**config.mk**
```make
export PLATFORM = sky130hd
export DESIGN_NAME = perf_dump_ctrl
export DESIGN_NICKNAME = d
export VERILOG_FILES = /design/src/rtl/perf_dump_ctrl.sv
export SDC_FILE = /design/constraint.sdc
export NUM_CORES = 1
export LEC_CHECK = 0
export CORE_UTILIZATION = 40
export CTS_CLUSTER_DIAMETER = 40
export DETAILED_ROUTE_END_ITERATION = 12
export SETUP_SLACK_MARGIN = 0.4
export SLEW_MARGIN = 0
export SYNTH_ARGS = -nofsm -noshare
export SYNTH_HDL_FRONTEND = slang
export SYNTH_SLANG_ARGS = --single-unit
```
**constraint.sdc**
```tcl
create_clock -name clk -period 2.19 [get_ports clk]
set_input_delay 0.438 -clock clk [delete_from_list [all_inputs] [get_ports clk]]
set_output_delay 0.438 -clock clk [all_outputs]
set_load 0.01 [all_outputs]
```
**src/rtl/perf_dump_ctrl.sv**
```systemverilog
`default_nettype none
// ============================================================================
// perf_dump_ctrl : freezes the counter bank and streams a SYNC + counters frame
// to a byte UART. Optional trailing XOR checksum byte: PERF_DUMP_CKSUM_EN.
// Rev 1.0
// ============================================================================
module perf_dump_ctrl #(
  parameter int unsigned NUM_CNT   = 8,
  parameter logic [7:0]  SYNC_BYTE = 8'hA5
) (
  input  logic        clk,
  input  logic        rst,
  input  logic        dump_req,
  output logic [3:0]  cnt_sel,
  input  logic [31:0] cnt_val,
  output logic        cnt_freeze,
  output logic [7:0]  tx_byte,
  output logic        tx_start,
  input  logic        tx_busy,
  output logic        busy,
  output logic        done
);

  typedef enum logic [2:0] {
    S_IDLE  = 3'd0,
    S_LOAD  = 3'd1,
    S_SEND  = 3'd2,
    S_ACK   = 3'd3,
    S_DRAIN = 3'd4,
    S_FIN   = 3'd5
  } state_t;

  // Byte pointer: 0 = header, 1..4*NUM_CNT = counter bytes, then checksum.
  localparam logic [6:0] LAST_CNT_PTR = 7'(4 * NUM_CNT);
`ifdef PERF_DUMP_CKSUM_EN
  localparam logic [6:0] LAST_PTR     = 7'(4 * NUM_CNT + 1);
`else
  localparam logic [6:0] LAST_PTR     = 7'(4 * NUM_CNT);
`endif

  state_t      state_q;
  logic [6:0]  ptr_q, ptr_d;
  logic [6:0]  lane_ptr;
  logic [31:0] shadow_q;
  logic [3:0]  timer_q;
  logic [3:0]  cnt_sel_q;
  logic [7:0]  tx_byte_q;
  logic        tx_start_q;
  logic        busy_q;
  logic        freeze_q;
  logic        done_q;
  logic [7:0]  cur_byte;
`ifdef PERF_DUMP_CKSUM_EN
  logic [7:0]  cksum_q;
`endif

  always_comb begin
    ptr_d    = ptr_q + 7'd1;
    lane_ptr = ptr_q - 7'd1;
    cur_byte = SYNC_BYTE;
    if (ptr_q != 7'd0) begin
      case (lane_ptr[1:0])
        2'd0:    cur_byte = shadow_q[31:24];
        2'd1:    cur_byte = shadow_q[23:16];
        2'd2:    cur_byte = shadow_q[15:8];
        default: cur_byte = shadow_q[7:0];
      endcase
    end
`ifdef PERF_DUMP_CKSUM_EN
    if (ptr_q == LAST_PTR) cur_byte = cksum_q;
`endif
  end

  always_ff @(posedge clk) begin
    if (rst) begin
      state_q    <= S_IDLE;
      ptr_q      <= 7'd0;
      shadow_q   <= 32'd0;
      timer_q    <= 4'd0;
      cnt_sel_q  <= 4'd0;
      tx_byte_q  <= 8'd0;
      tx_start_q <= 1'b0;
      busy_q     <= 1'b0;
      freeze_q   <= 1'b0;
      done_q     <= 1'b0;
`ifdef PERF_DUMP_CKSUM_EN
      cksum_q    <= 8'd0;
`endif
    end else begin
      case (state_q)
        S_IDLE: begin
          if (dump_req) begin
            state_q   <= S_SEND;
            ptr_q     <= 7'd0;
            cnt_sel_q <= 4'd0;
            timer_q   <= 4'd0;
            busy_q    <= 1'b1;
            freeze_q  <= 1'b1;
`ifdef PERF_DUMP_CKSUM_EN
            cksum_q   <= 8'd0;
`endif
          end
        end
        S_LOAD: begin
          shadow_q  <= cnt_val;
          cnt_sel_q <= cnt_sel_q + 4'd1;
`ifdef PERF_DUMP_CKSUM_EN
          cksum_q   <= cksum_q ^ cnt_val[31:24] ^ cnt_val[23:16] ^ cnt_val[15:8] ^ cnt_val[7:0];
`endif
          state_q   <= S_SEND;
        end
        S_SEND: begin
          if (!tx_busy) begin
            tx_start_q <= 1'b1;
            tx_byte_q  <= cur_byte;
            timer_q    <= 4'd0;
            state_q    <= S_ACK;
          end
        end
        S_ACK: begin
          tx_start_q <= 1'b0;
          if (tx_busy) begin
            state_q <= S_DRAIN;
          end else if (timer_q == 4'd15) begin
            // Launch never acknowledged: resend the same byte.
            timer_q <= 4'd0;
            state_q <= S_SEND;
          end else begin
            timer_q <= timer_q + 4'd1;
          end
        end
        S_DRAIN: begin
          if (!tx_busy) begin
            if (ptr_q == LAST_PTR) begin
              state_q   <= S_FIN;
              done_q    <= 1'b1;
              busy_q    <= 1'b0;
              freeze_q  <= 1'b0;
              cnt_sel_q <= 4'd0;
            end else begin
              ptr_q <= ptr_d;
              if (ptr_d <= LAST_CNT_PTR && ptr_d[1:0] == 2'b01)
                state_q <= S_LOAD;
              else
                state_q <= S_SEND;
            end
          end
        end
        S_FIN: begin
          done_q  <= 1'b0;
          state_q <= S_IDLE;
        end
        default: state_q <= S_IDLE;
      endcase
    end
  end

  assign cnt_sel    = cnt_sel_q;
  assign cnt_freeze = freeze_q;
  assign tx_byte    = tx_byte_q;
  assign tx_start   = tx_start_q;
  assign busy       = busy_q;
  assign done       = done_q;

endmodule
`default_nettype wire

```
=== Yosys cells after proc, flatten, opt, wreduce, memory -nomap -nowiden ===
Index checks and enable logic that the tools add are counted.

* Memories kept: 0
* Latch bits: 0
* Output and inout port bits: 16
* RAM bits: 0
* Register bits after elaboration: 61
* Word-level logic and storage cells: 80
* Memory bits (read-only): 0
* Input port bits: 36

* Reduce and logical (&&, ||, !) cells: 17
* Muxes and demuxes: 31
* $mul: 0
* Eq/ne operators: 17
* Divide/modulo/power cells: 0
* Shift-type cells: 0
* Bitwise logic cells: 1
* Add/subtract/negate cells: 4
* $lt $le $gt $ge: 1

{| class="wikitable"
|+ Operators by type and width
! cell !! number
|-
| 4-bit two-way mux || 6
|-
| 4-bit case mux with 3 select lines || 2
|-
| 8-bit case mux with 3 select lines || 1
|-
| 7-bit two-way mux || 3
|-
| 4-bit AND reduction || 5
|-
| 3-bit two-way mux || 6
|-
| 3-bit case mux with 5 select lines || 1
|-
| 7-bit case mux with 2 select lines || 1
|-
| 2-bit != test (second input constant) || 6
|-
| 4-bit by 1-bit adder with 4-bit output (second input constant) || 2
|-
| 8-bit two-way mux || 1
|-
| 7-bit by 1-bit adder with 7-bit output (second input constant) || 1
|-
| 7-bit by 6-bit == test with 1-bit output (second input constant) || 1
|-
| 7-bit by 6-bit <= comparator with 1-bit output (second input constant) || 1
|-
| 7-bit nonzero test || 1
|-
| 3-bit by 2-bit == test with 1-bit output (second input constant) || 2
|-
| 3-bit == test (second input constant) || 2
|-
| 1-bit two-way mux || 6
|-
| 1-bit case mux with 2 select lines || 3
|-
| 2-bit nonzero test || 3
|-
| 3-bit nonzero test || 2
|-
| 2-bit by 1-bit == test with 1-bit output (second input constant) || 2
|-
| 4-bit == test (second input constant) || 1
|-
| 2-bit AND reduction || 2
|-
| other kinds (10) || 10
|}

=== Depth between registers and ports, before layout ===
* Word-level depth: 7
* Mapped depth: 8
* Mapped depth without buffers: 7

=== Worst setup path after synthesis ===
Ideal clock, no wire load.

* Kind: register to register
* Start point: reg ptr_q[0]
* End point: reg ptr_q[2]
* Period minus slack after synthesis: 1.880 ns
* Setup slack: 0.310 ns
* Stages on the path, launching flop included: 8
* Arrival time: 1.810 ns
* Path buffers: 1
* Library setup time: 0.070 ns
* Data required time: 2.120 ns
* Path through: dfxtp_1 -> inv_1 -> ha_1 -> buf_2 -> and4bb_1 -> a21bo_2 -> or3b_1 -> a21oi_1

* Cells in the longest elaborated chain, start to end: 4
* Elaborated cells between the ends (all ways): 7
* Those cells by class: 1 x add/sub; 2 x eq/ne; 3 x mux; 1 x reduce/logical

{| class="wikitable"
|+ Ends and longest elaborated chain
! item !! line !! text
|-
| start, declared || 42 || <nowiki>logic [6:0] ptr_q, ptr_d;</nowiki>
|-
| start signal, assigned || 141 || <nowiki>ptr_q <= ptr_d;</nowiki>
|-
| 7-bit by 1-bit adder with 7-bit output || 58 || <nowiki>ptr_d = ptr_q + 7'd1;</nowiki>
|-
| 7-bit two-way mux || 134 || <nowiki>if (ptr_q == LAST_PTR) begin</nowiki>
|-
| 7-bit two-way mux || 133 || <nowiki>if (!tx_busy) begin</nowiki>
|-
| 7-bit case mux with 2 select lines || 90 || <nowiki>case (state_q)</nowiki>
|}

Several ways; a longest one is shown, not always the timed one. The select of a mux whose other input is x is not followed.
A chain may end at the register's enable or synchronous reset.

=== Final worst setup path ===
* Start point: reg cnt_sel_q[0] (netlist: cnt_sel[0])
* End point: out cnt_sel[0]

{| class="wikitable"
|+ RTL lines
! item !! line !! text
|-
| start, declared || 46 || <nowiki>logic [3:0] cnt_sel_q;</nowiki>
|-
| start signal, assigned || 106 || <nowiki>cnt_sel_q <= cnt_sel_q + 4'd1;</nowiki>
|-
| end, declared || 14 || <nowiki>output logic [3:0] cnt_sel,</nowiki>
|}

No word-level cell between the ends.

==> metrics.csv <==
metric;value;unit
status;finished clean;
most common cell in the netlist;nand2_1;
slew of the pin with the lowest slew margin;455;ps
global-route wire length before repair;11400;um
number of buffers created by CTS;9;
number of global-route vias before repair;2441;
post-synthesis mux area share;0.394;%
WL final;6780;um
WP buf/inv;1;
Synth Flop Type;dfxtp_1;
Max-Slew Margin vs Limit;69.7;%
Synth area leaders;dfxtp_1 (43%), nand2_1 (10%), a21oi_1 (8.2%);
final core utilization;54.9;%
Sequential Area;1240;um^2
vias per cell;5.16;
Mapped Area;2860;um^2
die area;7490;um^2
worst skew pair latency;330;ps
static leakage;1.28;nW
Core ar.;6830;um^2
Setup CP Type;flop to output pin;
#FFs+latches synth;61;
Simple-Gate Fraction of Synth Area;24.9;%
crit share post-route;78.9;%
Vias;2633;
Crit-path slowest cell;clkdlybuf4s50_1;
Synth cell types;52;
EDFF count, synth;0;
Die W;86.5;um
maximum VDD drop;0.316;mV
placed insts;492;
drt first pass iters;4;
Clock Path Buffers;2;
# diodes;0;
final setup margin;462;ps
synth cell count leaders;nand2_1 (79), dfxtp_1 (61), a21oi_1 (47);
DRC;0;
Hold Crit Start;shadow_q[25];
Ports;52;
Syn Nets;403;
# hold bufs at CTS;0;
PortBufs;51;
final count of pins violating max slew;0;
H-Tree Depth;3;
Worst Setup SP;cnt_sel[0];
Post-Synth Adder-Cell Area;3.50;%
root buffer cell;clkbuf_8;
fillers;688;
CP Capture Type;output pin;
starting density of the core;41.8;%
largest family of logic cells by synthesized area;simple AND/OR/NAND/NOR gates;
max frequency;0.579;GHz
Post-Syn Area per Cell;7.96;um^2
initial antenna violation count;0;
RR Startpoint;ptr_q[0];
Yosys warnings;0;
die height;86.5;um
CP top delay family;buffers and inverters;
# nets final;454;
share of layout cells above drive strength 1;12.6;%
Routed Antenna Nets;0;
Synth Area in XOR/XNOR;0.613;%
Multi-input gate area;1520;um^2
Worst Path Arrival;1290;ps
Routability Congestion;0.788;
CP Cell Sequence;clkdlybuf4s50_1;
Rows;30;
Critical Path Source Type;flop;
Synth top area share;42.7;%
clk sinks;61;
register area share after synthesis;42.7;%
fraction of registers with async set/reset;0;%
pin count of the biggest net entering global routing;41;
Congestion Overflow GR;0;
Syn Inst Count;359;
DP HPWL;4550;um
DR WL/cell;13.3;um
number of DRC markers in iteration 0;129;
Finished Layout Cells;510;
worst endpoint required time;1750;ps
final hold vios;0;
setup_tns;0;ps
CP max stage delay;560;ps
crit-path max FO;4;
Clock transition at path regs;70;ps
Setup WS pre-CTS;-58.1;ps
Pwr Density;657;nW/um^2
Final setup viols;0;
Synth Area in Compound Gates;22.6;%
RSZ-0062 raised after global routing;yes;
crit path time final;1730;ps
min-delay worst type;flop to flop;
Area Growth Syn to Fin;31.1;%
worst-case clock skew;7.98;ps
largest area contributor in the netlist;dfxtp_1;
# Max-Cap Violations;0;
CTS tree;built;
GRT Util Overall;19.5;%
==> timing repair <==
item | in CTS | in global routing
cloned | 0 | 0
resized for setup | 3 | 14
buffers inserted | 2 | 1
endpoints found under the setup margin | 9 | 22
pin swaps | 1 | 2
==> metal layers <==
| layer | share of wire (%) | GRT usage (%) | vias to the layer above |
|---|---|---|---|
| li1 | - | - | 1349 |
| met1 | 49 | 25.4 | 1209 |
| met2 | 46 | 31.1 | 69 |
| met3 | 4.8 | 6.38 | 6 |
| met4 | 0.89 | 5.45 | 0 |
| met5 | 0 | 0 | - |
==> metrics by stage <==
stage	cell area (um^2)	total power [mW]	hold slack (ps)
final	3750	2.46	456
after global routing	3750	2.56	470
after CTS	3700	2.49	458
after detailed placement	3480	1.43	449
after global placement	3480	1.43	443
after floorplan	2860	1.31	433
==> layout make-up <==
cell class / count / area share, %
sequential: 61 / 33.0
tap: 96 / 3.21
inverter: 7 / 0.701
multi-input combinational: 266 / 40.5
clock inverter: 3 / 1.14
clock buffer: 12 / 4.44
timing repair buffer: 65 / 17.0
==> worst register-to-register path: stages, from the launching register on <==
cell	delay [ps]
dfxtp_4	390
inv_2	60
ha_2	180
and4bb_2	250
a21bo_2	280
or3b_1	380
a21oi_1	120
==> placed cells by master (no fill, tap or decap), types with 3 or more instances in the layout <==
cell type,instances
nand2_1,79
dfxtp_1,56
clkdlybuf4s50_1,48
a21oi_1,46
nor2_1,27
o21ai_0,14
buf_4,12
clkbuf_8,10
nand3_1,9
a222oi_1,8
a211oi_1,7
ha_1,7
or3_1,5
inv_1,5
nand2b_1,4
a22oi_1,4
dfxtp_4,4
nor3b_1,3
and3_1,3
nor2b_1,3
==> registers in the layout, summed over array words and instances (netlist names) <==
register	flops
shadow_q	32
tx_byte	8
ptr_q	7
cnt_sel	4
timer_q	4
state_q	3
cnt_freeze	1
done	1
tx_start	1
==> where the power goes <==
| group | switching [mW] | internal [mW] | total (mW) |
|---|---|---|---|
| clock | 0.425 | 0.618 | 1.04 |
| sequential | 0.0320 | 1.14 | 1.17 |
| combinational | 0.112 | 0.136 | 0.248 |
| total | 0.569 | 1.89 | 2.46 |
==> cells by family after synthesis <==
logic type,after synthesis
simple gates,153
compound gates,102
flops,61
buf+inv,32
fa+ha+maj,8
xor+xnor,2
mux,1
==> worst paths after layout <==
| kind | slack [ps] | cells past startpoint | end |
|---|---|---|---|
| setup reg to reg | 480 | 6 | ptr_q[2] |
| hold / removal | 460 | 2 | shadow_q[25] |
| hold reg to reg | 460 | 2 | shadow_q[25] |
| setup / recovery | 460 | 1 | cnt_sel[0] |
No activity file was read; power rests on OpenSTA's default activity.
